[src/rtl/tx_frame_sequencer_if.sv]
// Host/transmitter-side bundle for tx_frame_sequencer: FIFO write port, frame control,
// send/rdy byte handshake and status.
interface tx_frame_sequencer_if #(
   parameter int DEPTH = 32
);
   localparam int CW = $clog2(DEPTH + 1);

   logic          wr_en;
   logic [7:0]    wr_data;
   logic          xsend;
   logic          tx_rdy;
   logic          tx_send;
   logic [7:0]    tx_data;
   logic          busy;
   logic          full;
   logic          empty;
   logic [CW-1:0] count;
   logic          overflow;
   logic          frame_done;

   // master: the host plus the transmitter's rdy; slave: the sequencer
   modport master (
      output wr_en, wr_data, xsend, tx_rdy,
      input  tx_send, tx_data, busy, full, empty, count, overflow, frame_done
   );

   modport slave (
      input  wr_en, wr_data, xsend, tx_rdy,
      output tx_send, tx_data, busy, full, empty, count, overflow, frame_done
   );
endinterface

[src/rtl/tx_frame_sequencer.sv]
// Buffers payload bytes and emits preamble, SFD, then the bytes queued at xsend time,
// one byte per send/rdy transfer with no bubbles; frame_done pulses as tx_send drops.
module tx_frame_sequencer #(
   parameter int         DEPTH     = 32,
   parameter int         PRE_BYTES = 2,
   parameter logic [7:0] PRE_VAL   = 8'h55,
   parameter logic [7:0] SFD_VAL   = 8'hD0
) (
   input  logic                 clk,
   input  logic                 reset,
   tx_frame_sequencer_if.slave  bus
);
   localparam int AW = $clog2(DEPTH);
   localparam int CW = $clog2(DEPTH + 1);
   localparam int PW = (PRE_BYTES > 1) ? $clog2(PRE_BYTES) : 1;

   localparam logic [1:0] S_IDLE = 2'd0;
   localparam logic [1:0] S_PRE  = 2'd1;
   localparam logic [1:0] S_SFD  = 2'd2;
   localparam logic [1:0] S_DATA = 2'd3;

   logic [1:0]    state_q,      state_d;
   logic [PW-1:0] pre_cnt_q,    pre_cnt_d;
   logic [CW-1:0] rem_q,        rem_d;
   logic [CW-1:0] count_q,      count_d;
   logic [AW-1:0] wr_ptr_q,     wr_ptr_d;
   logic [AW-1:0] rd_ptr_q,     rd_ptr_d;
   logic          tx_send_q,    tx_send_d;
   logic [7:0]    tx_data_q,    tx_data_d;
   logic          overflow_q,   overflow_d;
   logic          frame_done_q, frame_done_d;
   logic [7:0]    mem_q [DEPTH];

   logic xfer;
   logic pop;
   logic push;

   always_comb begin
      state_d      = state_q;
      pre_cnt_d    = pre_cnt_q;
      rem_d        = rem_q;
      tx_send_d    = tx_send_q;
      tx_data_d    = tx_data_q;
      frame_done_d = 1'b0;
      pop          = 1'b0;
      xfer         = tx_send_q && bus.tx_rdy;

      case (state_q)
         S_IDLE: begin
            // len is the count seen now; a write in this same cycle belongs to the next frame
            if (bus.xsend && count_q != '0) begin
               state_d   = S_PRE;
               tx_send_d = 1'b1;
               tx_data_d = PRE_VAL;
               pre_cnt_d = '0;
               rem_d     = count_q;
            end
         end
         S_PRE: begin
            if (xfer) begin
               if (pre_cnt_q == PW'(PRE_BYTES - 1)) begin
                  state_d   = S_SFD;
                  tx_data_d = SFD_VAL;
               end else begin
                  pre_cnt_d = pre_cnt_q + PW'(1);
               end
            end
         end
         S_SFD: begin
            if (xfer) begin
               state_d   = S_DATA;
               tx_data_d = mem_q[rd_ptr_q];
               pop       = 1'b1;
            end
         end
         default: begin
            // rem counts payload bytes not yet accepted, including the one on tx_data
            if (xfer) begin
               if (rem_q == CW'(1)) begin
                  state_d      = S_IDLE;
                  tx_send_d    = 1'b0;
                  frame_done_d = 1'b1;
               end else begin
                  rem_d     = rem_q - CW'(1);
                  tx_data_d = mem_q[rd_ptr_q];
                  pop       = 1'b1;
               end
            end
         end
      endcase

      // a pop in the same cycle frees the slot, so a write into a full FIFO still lands
      push       = bus.wr_en && (count_q != CW'(DEPTH) || pop);
      overflow_d = bus.wr_en && !push;

      wr_ptr_d = push ? wr_ptr_q + AW'(1) : wr_ptr_q;
      rd_ptr_d = pop  ? rd_ptr_q + AW'(1) : rd_ptr_q;
      count_d  = count_q;
      if (push && !pop) begin
         count_d = count_q + CW'(1);
      end else if (pop && !push) begin
         count_d = count_q - CW'(1);
      end
   end

   always_ff @(posedge clk) begin
      if (reset) begin
         state_q      <= S_IDLE;
         pre_cnt_q    <= '0;
         rem_q        <= '0;
         count_q      <= '0;
         wr_ptr_q     <= '0;
         rd_ptr_q     <= '0;
         tx_send_q    <= 1'b0;
         tx_data_q    <= 8'h00;
         overflow_q   <= 1'b0;
         frame_done_q <= 1'b0;
      end else begin
         state_q      <= state_d;
         pre_cnt_q    <= pre_cnt_d;
         rem_q        <= rem_d;
         count_q      <= count_d;
         wr_ptr_q     <= wr_ptr_d;
         rd_ptr_q     <= rd_ptr_d;
         tx_send_q    <= tx_send_d;
         tx_data_q    <= tx_data_d;
         overflow_q   <= overflow_d;
         frame_done_q <= frame_done_d;
      end
   end

   always_ff @(posedge clk) begin
      if (push) begin
         mem_q[wr_ptr_q] <= bus.wr_data;
      end
   end

   assign bus.tx_send    = tx_send_q;
   assign bus.tx_data    = tx_data_q;
   assign bus.busy       = (state_q != S_IDLE);
   assign bus.full       = (count_q == CW'(DEPTH));
   assign bus.empty      = (count_q == '0);
   assign bus.count      = count_q;
   assign bus.overflow   = overflow_q;
   assign bus.frame_done = frame_done_q;
endmodule
[src/flat_wrapper.sv]
// flat-port wrapper written by rule: the top's interface ports become plain ports
module tx_frame_sequencer_flat 
#(
   parameter int         DEPTH     = 32,
   parameter int         PRE_BYTES = 2,
   parameter logic [7:0] PRE_VAL   = 8'h55,
   parameter logic [7:0] SFD_VAL   = 8'hD0
)
  (clk, reset, bus_wr_en, bus_wr_data, bus_xsend, bus_tx_rdy, bus_tx_send, bus_tx_data, bus_busy, bus_full, bus_empty, bus_count, bus_overflow, bus_frame_done);
  tx_frame_sequencer_if #(.DEPTH(DEPTH)) bus_i ();
  input  logic clk;
  input  logic reset;
  input wire logic [$bits(bus_i.wr_en)-1:0] bus_wr_en;
  input wire logic [$bits(bus_i.wr_data)-1:0] bus_wr_data;
  input wire logic [$bits(bus_i.xsend)-1:0] bus_xsend;
  input wire logic [$bits(bus_i.tx_rdy)-1:0] bus_tx_rdy;
  output wire logic [$bits(bus_i.tx_send)-1:0] bus_tx_send;
  output wire logic [$bits(bus_i.tx_data)-1:0] bus_tx_data;
  output wire logic [$bits(bus_i.busy)-1:0] bus_busy;
  output wire logic [$bits(bus_i.full)-1:0] bus_full;
  output wire logic [$bits(bus_i.empty)-1:0] bus_empty;
  output wire logic [$bits(bus_i.count)-1:0] bus_count;
  output wire logic [$bits(bus_i.overflow)-1:0] bus_overflow;
  output wire logic [$bits(bus_i.frame_done)-1:0] bus_frame_done;
  assign bus_i.wr_en = bus_wr_en;
  assign bus_i.wr_data = bus_wr_data;
  assign bus_i.xsend = bus_xsend;
  assign bus_i.tx_rdy = bus_tx_rdy;
  assign bus_tx_send = bus_i.tx_send;
  assign bus_tx_data = bus_i.tx_data;
  assign bus_busy = bus_i.busy;
  assign bus_full = bus_i.full;
  assign bus_empty = bus_i.empty;
  assign bus_count = bus_i.count;
  assign bus_overflow = bus_i.overflow;
  assign bus_frame_done = bus_i.frame_done;
  tx_frame_sequencer #(.DEPTH(DEPTH), .PRE_BYTES(PRE_BYTES), .PRE_VAL(PRE_VAL), .SFD_VAL(SFD_VAL)) u_core (.clk(clk), .reset(reset), .bus(bus_i));
endmodule
[config.mk]
export PLATFORM = sky130hd
export DESIGN_NAME = tx_frame_sequencer_flat
export DESIGN_NICKNAME = d
export VERILOG_FILES = /design/src/rtl/tx_frame_sequencer_if.sv /design/src/rtl/tx_frame_sequencer.sv /design/src/flat_wrapper.sv
export SDC_FILE = /design/constraint.sdc
export NUM_CORES = 1
export LEC_CHECK = 0
export BUFFER_PORTS_ARGS = -buffer_cell sky130_fd_sc_hd__buf_2
export CAP_MARGIN = 20
export CELL_PAD_IN_SITES_DETAIL_PLACEMENT = 0
export CELL_PAD_IN_SITES_GLOBAL_PLACEMENT = 1
export CORE_MARGIN = 4
export CORE_UTILIZATION = 45
export CTS_CLUSTER_DIAMETER = 80
export CTS_CLUSTER_SIZE = 40
export DETAILED_ROUTE_END_ITERATION = 7
export PLACE_DENSITY_LB_ADDON = 0.15
export SLEW_MARGIN = 15
export SYNTH_ARGS = -nofsm -noshare
export SYNTH_HDL_FRONTEND = slang
export SYNTH_SLANG_ARGS = --single-unit
[constraint.sdc]
create_clock -name clk -period 4.5 [get_ports clk]
set_input_delay 0.225 -clock clk [delete_from_list [all_inputs] [get_ports clk]]
set_output_delay 0.225 -clock clk [all_outputs]
set_load 0.05 [all_outputs]
==> impl.org, run 1 <==
** Run status
- Result of the run :: finished clean

** Setup path
- Maximum single-stage delay on the critical path :: 0.57 ns
- The cell that appears most often on the critical path is sky130_fd_sc_hd__ha_1.
- Critical-path top delay cell :: sky130_fd_sc_hd__a311oi_4
- Number of buffer and inverter instances along the worst setup path :: 1
- Of all nets on the critical path, the largest fanout is 10.
- Data arrives at the worst endpoint at 4.10 ns.
- Startpoint type of the worst setup path :: register
- Cells traversed along the worst timing path :: ha_1 -> nor2_1 -> a311oi_4 -> o21a_1 -> ha_1 -> inv_1 -> ha_1 -> a21oi_1 -> a21boi_1 -> o21ai_0 -> o21bai_1 -> nand3_1
- CP Class :: reg2reg
- Top delay family on crit path :: compound AO/OA/AOI/OAI gates
- Setup crit end kind :: register
- Data on the critical path is required at its endpoint by 4.88 ns.

** Power and ir drop
- Static Leak :: 4.14 nW
- Power Dens Cells :: 454 mW/mm^2
- Max IR drop VDD :: 337 uV
- Total power of the final layout :: 5.98 mW

** Floorplanning
- Die extent in y :: 172 um
- The floorplan has 59 rows.
- The floorplan step defined a die boundary enclosing 0.0296 mm^2.
- Starting Density :: 46.1%
- Count of pins on the block boundary :: 33
- The total area inside the core boundary comes to 0.0263 mm^2.
- The floorplan step set the die width to 172 um.

** GRT
- For met2 alone, demand over resource in global routing was 29.9%.
- Global-route congestion overflow total :: 0
- Global routing used 2.86% of the available met3 tracks.
- Pin count of the biggest net entering global routing :: 43
- Across every metal layer, demand over resource in global routing totals 18.0%.
- In this run the most used layer during global routing was met2.
- Number of global-route vias before repair :: 6389
- For met1 alone, demand over resource in global routing was 26.1%.
- Initial antenna violation count :: 0
- The first global-routing pass estimated 40000 um of wire.

** Clocking
- In this run, post-CTS repair resized a total of 0 instances.
- Clock latency at the later pin of the worst-skew pair :: 0.53 ns
- No sink is reached through more buffers than the 3 on the longest clock path.
- In this run the clock root is driven by a sky130_fd_sc_hd__clkbuf_16.
- Counting every sink on the clock net gives 297.
- In this run, CTS created clock tree buffers numbering 15.
- CTS built an H-tree with a depth of 1.
- Clock tree from TritonCTS :: done
- After clock tree synthesis, the clock-pin slew on the worst setup and hold paths is 0.12 ns.

** Timing
- The routed design could run at a clock period as short as 3.72 ns.
- Setup violations remaining at the end of the flow were counted as 0.
- Setup repair after global routing missed its margin :: false
- Adding up every negative setup slack in the final design gives 0 ns.
- The worst pin sits at a relative slew slack of 33.5%.
- Portion of the clock cycle consumed by the worst path in the final layout :: 82.7%
- Fin. max-slew vios :: 0
- Skew final :: 0.0494 ns
- Worst-Margin Slew :: 0.994 ns
- Across all setup checks in the final design, the least slack found is 0.777 ns.
- Hold timing on the final database bottoms out at a slack of 0.152 ns.
- Number of hold-slack violations in the final timing report :: 0
- Timing would allow up to 269 MHz.

** Synthesis
- For this run, the leading register cell type out of synthesis is sky130_fd_sc_hd__edfxtp_1.
- The share of the Yosys chip area taken by registers is 70.3%.
- Distinct cell type count after synthesis :: 62
- Net count after synthesis :: 738
- After synthesis, the mean cell area works out to 17.1 um^2.
- Counting every instance in the synthesized netlist gives 707.
- Of all flip-flops after synthesis, the portion carrying an async set or reset was 0%.
- EDFF count, synth :: 256
- Cell area after synthesis :: 0.0121 mm^2
- After synthesis the netlist holds a flip-flop and latch count of 297.
- Yosys printed 0 warnings.

** Routing
- Dividing the detail-routed wire length by the instance count gives 24.8 um.
- After detailed routing, the number of remaining DRC violations is 0.
- Antenna Violating Nets Remaining :: 0
- Routed wire length :: 26600 um
- The routed layout has 6405 vias.
- Count of TritonRoute iterations in the first routing pass :: 6
- Dividing the detail-routed via count by the number of cells gives 5.96.
- Iteration-0 DRC Markers :: 600

** Cells and area
- Number of inserted filler cells in the final layout :: 2174
- Post-route cell area :: 0.0132 mm^2
- Leading cell type in the layout, fill and taps excluded :: sky130_fd_sc_hd__edfxtp_1
- The count of cells in the finished layout, fillers not included, comes to 1075.
- For this run, the share of the core covered by cells in the final layout is 50.1%.
- The multi-input combinational cells in the finished layout cover a total of 0.00336 mm^2.
- 0 antenna diodes ended up in the layout.
- In the layout the commonest cells are 256 x sky130_fd_sc_hd__edfxtp_1, 69 x sky130_fd_sc_hd__nor2_1, 63 x sky130_fd_sc_hd__mux4_2.
- Layout area overhead :: 8.70%
- Final net count :: 762
- Fraction of layout cells with a size suffix above 1 :: 20.0%
- Register area :: 0.00851 mm^2

** Placed design
- Once placement finished, the instance area stood at 0.0126 mm^2.
- Once detailed placement completed, the half-perimeter wirelength came to 17400 um.
- In this run the tool buffered the top-level ports with 32 buffer cells.
- Routability-driven placement finished with a final weighted congestion of 0.774.
- The number of placed instances, taps included, is 1048.
- OpenSTA, run right after detailed placement, puts the worst setup slack at 0.886 ns.

** Min path
- In this run the worst hold path is classified as in2reg.

** Run
- The tool flagged a number of max-cap violations equal to 0.
[cell families (layout without fill, tap and decap cells)]
| family | Yosys count | count (layout) | synth area share [%] |
|---|---|---|---|
| muxes | 81 | 81 | 13.2 |
| and+or+nand+nor | 168 | 168 | 6.95 |
| AOI/OAI and AO/OA | 83 | 83 | 4.96 |
| DFF | 297 | 297 | 70.3 |
| xor gates and xnor gates | 9 | 9 | 0.651 |
| adders and majority gates | 18 | 18 | 1.92 |
| buffers and inverters | 51 | 84 | 2.01 |
[flip-flops by register name, indices dropped and copies added, names as in the netlist, named ones only]
signal,count
u_core.mem_q,256
u_core.bus.tx_send,1
u_core.state_q,2
u_core.rd_ptr_q,5
u_core.rem_q,6
u_core.bus.count,6
u_core.bus.tx_data,8
u_core.pre_cnt_q,1
u_core.bus.frame_done,1
u_core.bus.overflow,1
u_core.wr_ptr_q,5
[power breakdown]
part	internal, mW	switching, mW	leakage, nW
Clock	0.704	0.988	0.270
Combinational	0.357	0.716	1.22
Sequential	3.10	0.117	2.64
Total	4.16	1.82	4.14
[per-layer routing]
layer	vias up	part of all wire [%]
li1	2845	-
met1	3358	44
met5	-	0
met2	182	49
met4	0	1.0
met3	20	5.8
[cell type report]
type	count	area share, %
inverter	17	0.485
tap	335	3.18
clock buffer	15	2.85
multi-input combinational	359	25.5
timing repair buffer	41	1.84
sequential	297	64.7
clock inverter	11	1.44
[final timing paths]
kind                                 to               from  cells after the start  slack (ns)
setup / recovery    u_core.bus.count[5]  u_core.state_q[1]                     12        0.78
hold / removal    u_core.bus.frame_done         bus_tx_rdy                      3        0.15
setup reg to reg    u_core.bus.count[5]  u_core.state_q[1]                     12        0.78
hold reg to reg        u_core.pre_cnt_q   u_core.pre_cnt_q                      2        0.52
[timing repair]
item / in CTS / in global routing
endpoints found under the setup margin: 0 / 0
hold buffers: 1 / 0
endpoints found under the hold margin: 1 / 0
buffers inserted: 0 / 0
[cell usage after synthesis (3+ instances only)]
cell type	count	share of area, %
sky130_fd_sc_hd__mux4_2	63	12
sky130_fd_sc_hd__clkbuf_1	14	0.43
sky130_fd_sc_hd__nand4_1	8	0.41
sky130_fd_sc_hd__a22o_1	3	0.22
sky130_fd_sc_hd__o21ai_1	3	0.12
sky130_fd_sc_hd__a21oi_1	16	0.66
sky130_fd_sc_hd__o211ai_1	3	0.19
sky130_fd_sc_hd__inv_1	15	0.46
sky130_fd_sc_hd__nor4_1	4	0.21
sky130_fd_sc_hd__o21ai_0	7	0.29
sky130_fd_sc_hd__nor3_1	14	0.58
sky130_fd_sc_hd__nor2b_1	6	0.31
sky130_fd_sc_hd__buf_4	5	0.31
sky130_fd_sc_hd__a21boi_1	3	0.19
sky130_fd_sc_hd__nand2_1	17	0.53
sky130_fd_sc_hd__and2_1	4	0.21
sky130_fd_sc_hd__xnor2_1	3	0.22
sky130_fd_sc_hd__nand3b_1	5	0.31
sky130_fd_sc_hd__nand2_2	3	0.15
sky130_fd_sc_hd__nor2_1	69	2.1
sky130_fd_sc_hd__and3_1	4	0.21
sky130_fd_sc_hd__nor3b_1	3	0.19
sky130_fd_sc_hd__buf_6	3	0.28
sky130_fd_sc_hd__xor2_1	6	0.43
sky130_fd_sc_hd__buf_1	3	0.093
sky130_fd_sc_hd__ha_1	17	1.8
sky130_fd_sc_hd__buf_2	9	0.37
sky130_fd_sc_hd__mux2i_1	14	1.2
sky130_fd_sc_hd__nand3_1	17	0.70
sky130_fd_sc_hd__edfxtp_1	256	63
sky130_fd_sc_hd__a22oi_1	20	1.2
sky130_fd_sc_hd__o21a_1	4	0.25
sky130_fd_sc_hd__mux2_2	4	0.37
sky130_fd_sc_hd__a221oi_1	3	0.22
sky130_fd_sc_hd__dfxtp_1	41	6.8
sky130_fd_sc_hd__a31oi_1	4	0.21
[worst register-to-register path, delay by kind of cell (launching register included)]
kind,cells,cell delay (ns)
buffers and inverters,1,0.18
AOI/OAI and AO/OA,6,1.77
and+or+nand+nor,2,0.19
adders and majority gates,3,0.96
DFF,1,0.51
(Power assumes the default switching activity.)
==> run 2: changes to the inputs <==
==> constraint.sdc (replaced) <==
create_clock -name clk -period 3 [get_ports clk]
set_input_delay 0.15 -clock clk [delete_from_list [all_inputs] [get_ports clk]]
set_output_delay 0.15 -clock clk [all_outputs]
set_load 0.05 [all_outputs]
==> impl.org, run 2 (synthesized netlist as in run 1, its figures left out) <==
** Run status
- Result of the run :: finished clean

** GRT
- The pin count of the biggest net entering global routing is 64 (+49%).
- The number of global-route vias before repair was 6582 (+3.0%).
- The initial antenna violation count is 0 (unchanged).
- Total global-route track usage :: 18.9% (+0.86 points)
- GR met2 Demand/Resource :: 32.3% (+2.4 points)
- The met1 capacity usage during global routing is 26.2% (+0.13 points).
- Met3 GRT Util :: 2.51% (-0.34 points)
- The global-route wire length before repair was 41500 um (+3.9%).
- The layer flagged by global routing as most heavily used is met2.
- The leftover overflow at the end of global routing came to 0 (unchanged).

** Timing
- The relative max-transition margin is 45.9% (+12 points).
- Number of hold-slack violations in the final timing report :: 0 (unchanged)
- The summed negative setup slack over all endpoints was 0 ns (unchanged).
- The final number of setup-violating endpoints is 0 (unchanged).
- Portion of the clock cycle consumed by the worst path in the final layout :: 93.8% (+11 points)
- Time the worst path needs with I/O delays and setup :: 2.82 ns (-0.908 ns)
- The final number of max-transition violations is 0 (unchanged).
- The final setup skew was 0.0357 ns (-0.0138 ns).
- Setup repair after global routing left no endpoint under its margin.
- FMAX :: 355 MHz (+32%)
- The slew at the pin closest to its max-slew limit came to 0.810 ns (-0.184 ns).

** Clocking
- The TritonCTS buffer count was 15 (unchanged).
- The H-tree depth reported by CTS was 1 (unchanged).
- TritonCTS built the clock tree.
- The clock network latency to the later pin of the worst-skew pair came to 0.52 ns (about the same).
- The root buffer cell chosen for the clock tree is sky130_fd_sc_hd__clkbuf_16.
- TritonCTS sink count :: 297 (unchanged)
- The buffer levels on the longest clock path came to 3 (unchanged).
- The clock transition at the registers of the reported paths came to 0.11 ns (about the same).

** Routing
- Count of TritonRoute iterations in the first routing pass :: 4 (-2)
- The routed wire length came to 27700 um (+3.8%).
- Post-route DRC :: 0 (unchanged)
- The per-cell routed wire length was 25.0 um (+0.68%).
- The number of violations reported at the end of detailed-routing iteration 0 was 560 (-6.7%).
- The via count normalized by instance count was 5.91 (-0.87%).
- Antenna Violating Nets Remaining :: 0 (unchanged)
- The via total after detailed routing is 6544 (+2.2%).

** Floorplanning
- The height of the die was 172 um (unchanged).
- Full die area :: 0.0296 mm^2 (unchanged)
- The starting utilization of the core area was 46.1% (unchanged).
- The number of cell rows was 59 (unchanged).
- The core area was 0.0263 mm^2 (unchanged).
- The overall die width was 172 um (unchanged).
- Count of pins on the block boundary :: 33 (unchanged)

** Min path
- The path class of the tightest hold or removal check is in2reg.

** Run
- Max-cap viol count :: 0 (unchanged)

** Cells and area
- Largest register by flop count :: u_core.mem_q
- Layout area overhead :: 11.0%
- Number of inserted filler cells in the final layout :: 2152 (-1.0%)
- Final net count :: 796 (+4.5%)
- Leading cell type in the layout, fill and taps excluded :: sky130_fd_sc_hd__edfxtp_1
- The fraction of final layout cells sized beyond drive strength 1 was 24.3% (+4.3 points).
- Largest register FFs :: 256 (unchanged)
- The final antenna diode count is 0 (unchanged).
- The top cell types in the final layout, fill and taps aside, are 256 x sky130_fd_sc_hd__edfxtp_1, 69 x sky130_fd_sc_hd__nor2_1, 63 x sky130_fd_sc_hd__mux4_2.

** Setup path
- CP Class :: reg2reg
- Required time of the critical path :: 3.40 ns (-1.48 ns)
- The data arrival at the endpoint of the critical path is 3.22 ns (-0.88 ns).
- Startpoint type of the worst setup path :: register
- The maximum fanout along the worst path came to 9 (-1).
- STA classifies the critical path endpoint as a register.

** Power and ir drop
- The maximum vdd ir drop is 491 uV (+46%).
- Static Leak :: 4.30 nW (+4.1%)
- Power Dens Cells :: 670 mW/mm^2 (+47%)
- The overall power consumption is 9.01 mW (+51%).

** Placed design
- The weighted congestion reported at the end of routability-driven placement came to 0.797 (+3.0%).
- Count of buffers inserted at the top-level ports :: 32 (unchanged)
- The HPWL reported at the end of detailed placement came to 18300 um (+5.3%).
[run 2: area by class of cell]
cell class,count,area (um^2),area share (%)
sequential,297,8520,63.4
clock inverter,9,178,1.32
multi-input combinational,359,3370,25.1
inverter,17,63.8,0.475
tap,335,419,3.12
clock buffer,16,379,2.82
timing repair buffer,75,510,3.80
[run 2: what timing repair did]
action                                 4_1_cts  5_1_grt
setup endpoints to repair                    0        2
setup buffers                                0        0
hold buffers                                 1        0
endpoints found under the hold margin        1        0
resized for setup                            0        3
[run 2: report_power, final]
| part | leakage, nW | switching (mW) | internal [mW] |
|---|---|---|---|
| clock network | 0.257 | 1.46 | 1.04 |
| logic | 1.40 | 1.12 | 0.573 |
| registers | 2.64 | 0.161 | 4.65 |
[run 2: path summary, 6_finish.rpt]
path | depth (start not counted) | start | end | slack [ns]
min | 3 | bus_tx_rdy | u_core.bus.frame_done | 0.05
max reg2reg | 13 | u_core.rem_q[2] | u_core.bus.count[5] | 0.18
min reg2reg | 1 | u_core.bus.tx_data[1] | u_core.bus.tx_data[1] | 0.50
max | 13 | u_core.rem_q[2] | u_core.bus.count[5] | 0.18
[run 2: through the flow]
step | cells | cell area, um^2 | hold WS (ns) | util, % | worst slack (ns)
detailed placement | 1082 | 12900 | 0.481 | 49.0 | 0.0915
floorplan | 707 | 12100 | 0.249 | - | 0.00725
global route | 1108 | 13400 | 0.0575 | 51.2 | 0.00920
CTS | 1108 | 13400 | 0.0109 | 51.1 | 0.0602
global placement | 1082 | 12900 | 0.480 | 49.0 | 0.257
finish | 1108 | 13400 | 0.0466 | 51.2 | 0.185
[run 2: routing by layer]
layer  part of all wire [%]  routed length, um
met1                     43              12000
met2                     50              13800
met3                    4.4               1220
met4                    2.4                651
met5                      0                  0
[run 2: worst max-delay path: stages, from the launching register on]
cell and delay [ns]:
sky130_fd_sc_hd__dfxtp_1 0.39, sky130_fd_sc_hd__nor4_4 0.46, sky130_fd_sc_hd__a311oi_4 0.15, sky130_fd_sc_hd__buf_4 0.20, sky130_fd_sc_hd__inv_2 0.05, sky130_fd_sc_hd__ha_2 0.22, sky130_fd_sc_hd__inv_1 0.07, sky130_fd_sc_hd__buf_4 0.16
sky130_fd_sc_hd__ha_1 0.34, sky130_fd_sc_hd__a21oi_2 0.19, sky130_fd_sc_hd__a21boi_1 0.10, sky130_fd_sc_hd__o21ai_1 0.18, sky130_fd_sc_hd__o21bai_1 0.14, sky130_fd_sc_hd__nand3_1 0.08
==> run 3: changes to the inputs <==
--- a/config.mk
+++ b/config.mk
@@ -5,6 +5,7 @@
 export SDC_FILE = /design/constraint.sdc
 export NUM_CORES = 1
 export LEC_CHECK = 0
+export ABC_AREA = 1
 export BUFFER_PORTS_ARGS = -buffer_cell sky130_fd_sc_hd__buf_2
 export CAP_MARGIN = 20
 export CELL_PAD_IN_SITES_DETAIL_PLACEMENT = 0
==> impl.org, run 3 <==
** GRT
- Pin count of the biggest net entering global routing :: 97 (+52%)
- The combined global-route utilization of all metal layers came to 20.1% (+1.3 points).
- First-pass GRT wire length :: 48000 um (+16%)
- The number of global-route vias before repair is 8134 (+24%).
- The initial antenna violation count came to 0 (unchanged).
- Global-route congestion overflow total :: 0 (unchanged)

** Cells and area
- The fraction of final layout cells sized beyond drive strength 1 was 10.5% (-14 points).
- Final net count :: 1203 (+51%)
- Total inserted antenna cells :: 0 (unchanged)
- Relative to the synthesized area, the layout overhead comes to 10.4%.
- Commonest cells after routing, fill and taps aside :: 256 x sky130_fd_sc_hd__edfxtp_1, 183 x sky130_fd_sc_hd__nor2_1, 178 x sky130_fd_sc_hd__nand2_1
- Number of inserted filler cells in the final layout :: 2429 (+13%)
- Ranked by flip-flop count, first place goes to u_core.mem_q.
- The flip-flop count of the largest register, all copies and words added was 256 (unchanged).
- Leading cell type in the layout, fill and taps excluded :: sky130_fd_sc_hd__edfxtp_1

** Timing
- The final worst setup slack is 0.338 ns (+0.153 ns).
- The final number of max-transition violations was 0 (unchanged).
- The final clock period utilization by the worst path is 88.7% (-5.1 points).
- The post-route minimum period was 2.66 ns (-0.153 ns).
- Setup repair after global routing missed its margin :: false
- Skew final :: 0.0185 ns (-0.0172 ns)
- The slew at the pin closest to its max-slew limit is 0.759 ns (-0.0506 ns).
- The final hold violation count came to 0 (unchanged).
- The final number of setup-violating endpoints is 0 (unchanged).
- Setup TNS :: 0 ns (unchanged)
- FMAX :: 376 MHz (+5.7%)
- Rel. slew slack :: 49.3% (+3.4 points)

** Power and ir drop
- The register share of total power was 52.0% (-1.4 points).
- The combinational power share was 21.0% (+2.2 points).
- The standby leakage power was 4.91 nW (+14%).
- Max IR drop VDD :: 611 uV (+24%)
- The overall power consumption is 9.19 mW (+2.0%).
- Relative contribution of the clock network to total power :: 27.0% (-0.8 points)
- The switching power summed over all nets came to 2.91 mW (+6.0%).
- Share of total power consumed by net switching :: 31.6% (+1.2 points)
- Power Dens Cells :: 667 mW/mm^2 (-0.50%)
- Internal power of the cells :: 6.28 mW (+0.30%)

** Setup path
- Startpoint type of the worst setup path :: register
- Critical Path AT :: 3.10 ns (-0.12 ns)
- Maximum net fanout on the critical path :: 8 (-1)
- Setup crit end kind :: register
- CP Class :: reg2reg
- The required time at the worst-slack endpoint came to 3.44 ns (+0.04 ns).

** Synthesis
- Area fraction of the dominant cell type after synthesis :: 61.6% (-1.9 points)
- Cell types occupying the most area after synthesis :: sky130_fd_sc_hd__edfxtp_1 62%, sky130_fd_sc_hd__dfxtp_1 6.6%, sky130_fd_sc_hd__nor2_1 5.5%, sky130_fd_sc_hd__nand2_1 5.3%, sky130_fd_sc_hd__nand3_1 4.8%
- The yosys synthesis warning count was 0 (unchanged).
- EDFF count, synth :: 256 (unchanged)
- By count the netlist is led by 256 x sky130_fd_sc_hd__edfxtp_1, 184 x sky130_fd_sc_hd__nor2_1, 178 x sky130_fd_sc_hd__nand2_1, 120 x sky130_fd_sc_hd__nand3_1, 107 x sky130_fd_sc_hd__o21ai_0.
- Post-synthesis sequential element count :: 297 (unchanged)
- In the post-synthesis netlist, the cell with the most instances is sky130_fd_sc_hd__edfxtp_1.
- Of all cell types, the one taking the most synthesized area is sky130_fd_sc_hd__edfxtp_1.
- Net count after synthesis :: 1163 (+58%)
- The summed instance area of the synthesized netlist is 0.0125 mm^2 (+3.1%).
- Among all flip-flop cells after synthesis, the most frequent one is sky130_fd_sc_hd__edfxtp_1.
- The async set-or-reset flop fraction in the synthesized netlist was 0% (unchanged).
- The average size of a mapped cell came to 11.0 um^2 (-36%).
- Post-synthesis sequential area ratio :: 68.1% (-2.1 points)
- Distinct cell type count after synthesis :: 36 (-42%)
- Number of instances in the synthesized netlist :: 1132 (+60%)

** Clocking
- Cell at the root of the clock tree :: sky130_fd_sc_hd__clkbuf_16
- Clock tree from TritonCTS :: done
- The CTS sink count came to 297 (unchanged).
- The H-tree depth reported by CTS came to 1 (unchanged).
- Clock latency at the later pin of the worst-skew pair :: 0.52 ns (about the same)
- Number of CTS-inserted buffers :: 15 (unchanged)
- Clock input transition at the sequential cells of the worst setup and hold paths :: 0.11 ns (about the same)
- The buffer levels on the longest clock path is 3 (unchanged).

** Routing
- The post-route DRC violation count is 0 (unchanged).
- The first-pass detailed-route iteration total came to 5 (+1).
- The via count normalized by instance count was 5.29 (-10%).
- Iteration-0 DRC Markers :: 707 (+26%)
- The via total after detailed routing was 8216 (+26%).
- Routed wire length :: 30700 um (+11%)
- The number of nets with antenna violations after detailed routing came to 0 (unchanged).
- Wire length per cell after detailed routing :: 19.8 um (-21%)

** Floorplanning
- Count of pins on the block boundary :: 33 (unchanged)
- The die area came to 0.0305 mm^2 (+3.0%).
- Core Region :: 0.0271 mm^2 (+3.1%)
- Die extent in y :: 175 um (+1.5%)
- Starting Density :: 46.1% (about the same)
- Cell Rows :: 60 (+1.7%)
- The overall die width came to 175 um (+1.5%).

** Placed design
- DP Wirelength :: 18800 um (+2.5%)
- The number of buffer cells added on primary ports is 32 (unchanged).
- The weighted congestion reported at the end of routability-driven placement came to 0.798 (+0.13%).
- Setup WS pre-CTS :: 0.111 ns (+0.0194 ns)

** Run status
- Result of the run :: finished clean

** Min path
- Hold WC Path Type :: in2reg

** Run
- The max-cap violation count is 0 (unchanged).
[run 3: cell count changes after synthesis, moves of 12 or more]
cell,change
sky130_fd_sc_hd__clkbuf_1,+12
sky130_fd_sc_hd__a22oi_1,-20
sky130_fd_sc_hd__mux2i_1,-14
sky130_fd_sc_hd__a21oi_1,+22
sky130_fd_sc_hd__nor2_1,+115
sky130_fd_sc_hd__o21ai_0,+100
sky130_fd_sc_hd__nand3_1,+103
sky130_fd_sc_hd__mux4_2,-63
sky130_fd_sc_hd__nand2_1,+161
sky130_fd_sc_hd__o211ai_1,+31
sky130_fd_sc_hd__inv_1,+48
[run 3: repair_timing]
action	4_1_cts	5_1_grt
setup buffers	0	1
endpoints found under the setup margin	0	3
hold buffers	2	0
hold endpoints to repair	4	0
resized for setup	0	7
[run 3: worst paths after layout]
check / from / endpoint / slack, ns / cells after the start
setup / recovery: u_core.state_q[0] / u_core.bus.count[5] / 0.34 / 19
hold / removal: reset / u_core.bus.frame_done / 0.02 / 2
hold reg to reg: u_core.pre_cnt_q / u_core.pre_cnt_q / 0.47 / 2
setup reg to reg: u_core.state_q[0] / u_core.bus.count[5] / 0.34 / 19
[run 3: routing by layer]
metal	part of all wire [%]	global-route usage (%)
met5	0	0
met4	1.8	4.03
met3	3.6	1.90
met2	49	33.9
met1	46	29.0
[run 3: cell type report]
cell class,count,area (um^2),share of cell area (%)
repair buffers,77,553,4.01
clock inverters,9,126,0.917
inverters,67,255,1.85
flip-flops and latches,297,8520,61.8
well taps,372,465,3.38
multi-input cells,714,3490,25.3
clock buffers,16,379,2.75
[run 3: critical path: stages (launching register included)]
cell	delay (ns)
sky130_fd_sc_hd__dfxtp_1	0.35
sky130_fd_sc_hd__inv_2	0.09
sky130_fd_sc_hd__ha_1	0.17
sky130_fd_sc_hd__inv_1	0.08
sky130_fd_sc_hd__a21oi_2	0.18
sky130_fd_sc_hd__o21ai_4	0.09
sky130_fd_sc_hd__nand2_2	0.09
sky130_fd_sc_hd__nand2_4	0.09
sky130_fd_sc_hd__inv_4	0.06
sky130_fd_sc_hd__ha_2	0.21
sky130_fd_sc_hd__inv_2	0.07
sky130_fd_sc_hd__ha_1	0.32
sky130_fd_sc_hd__a21oi_2	0.15
sky130_fd_sc_hd__nand2_1	0.08
sky130_fd_sc_hd__nand2_1	0.06
sky130_fd_sc_hd__nand2_1	0.04
sky130_fd_sc_hd__a21oi_1	0.15
sky130_fd_sc_hd__xnor2_1	0.13
sky130_fd_sc_hd__nand2_1	0.06
sky130_fd_sc_hd__a21oi_1	0.12
[run 3: through the flow]
stage | hold WS [ns] | utilization (%) | instance area [um^2] | instances
final | 0.0196 | 50.9 | 13800 | 1552
after global routing | 0.0377 | 50.9 | 13800 | 1552
after CTS | 0.00842 | 50.8 | 13800 | 1551
after detailed placement | 0.422 | 48.8 | 13200 | 1524
after global placement | 0.419 | 48.8 | 13200 | 1524
after floorplan | 0.249 | - | 12500 | 1132
[run 3: logic make-up (layout without fill, tap and decap cells)]
| group | Yosys count | count (layout) | synth area share [%] |
|---|---|---|---|
| XOR/XNOR | 8 | 8 | 0.561 |
| flip-flops | 297 | 297 | 68.1 |
| adder cells (fa/ha/maj) | 18 | 18 | 1.86 |
| AND/OR/NAND/NOR | 500 | 500 | 16.9 |
| buffers and inverters | 121 | 169 | 4.14 |
| AO/OA/AOI/OAI | 188 | 188 | 8.44 |
[run 3: power by group through the flow]
stage | clock [mW] | combinational, mW | sequential, mW
detailed placement | 0 | 1.91 | 4.87
global placement | 0 | 1.92 | 4.86
finish | 2.48 | 1.93 | 4.78
global route | 2.69 | 2.15 | 4.80
floorplan | 0 | 1.18 | 5.06
CTS | 2.54 | 1.92 | 4.78
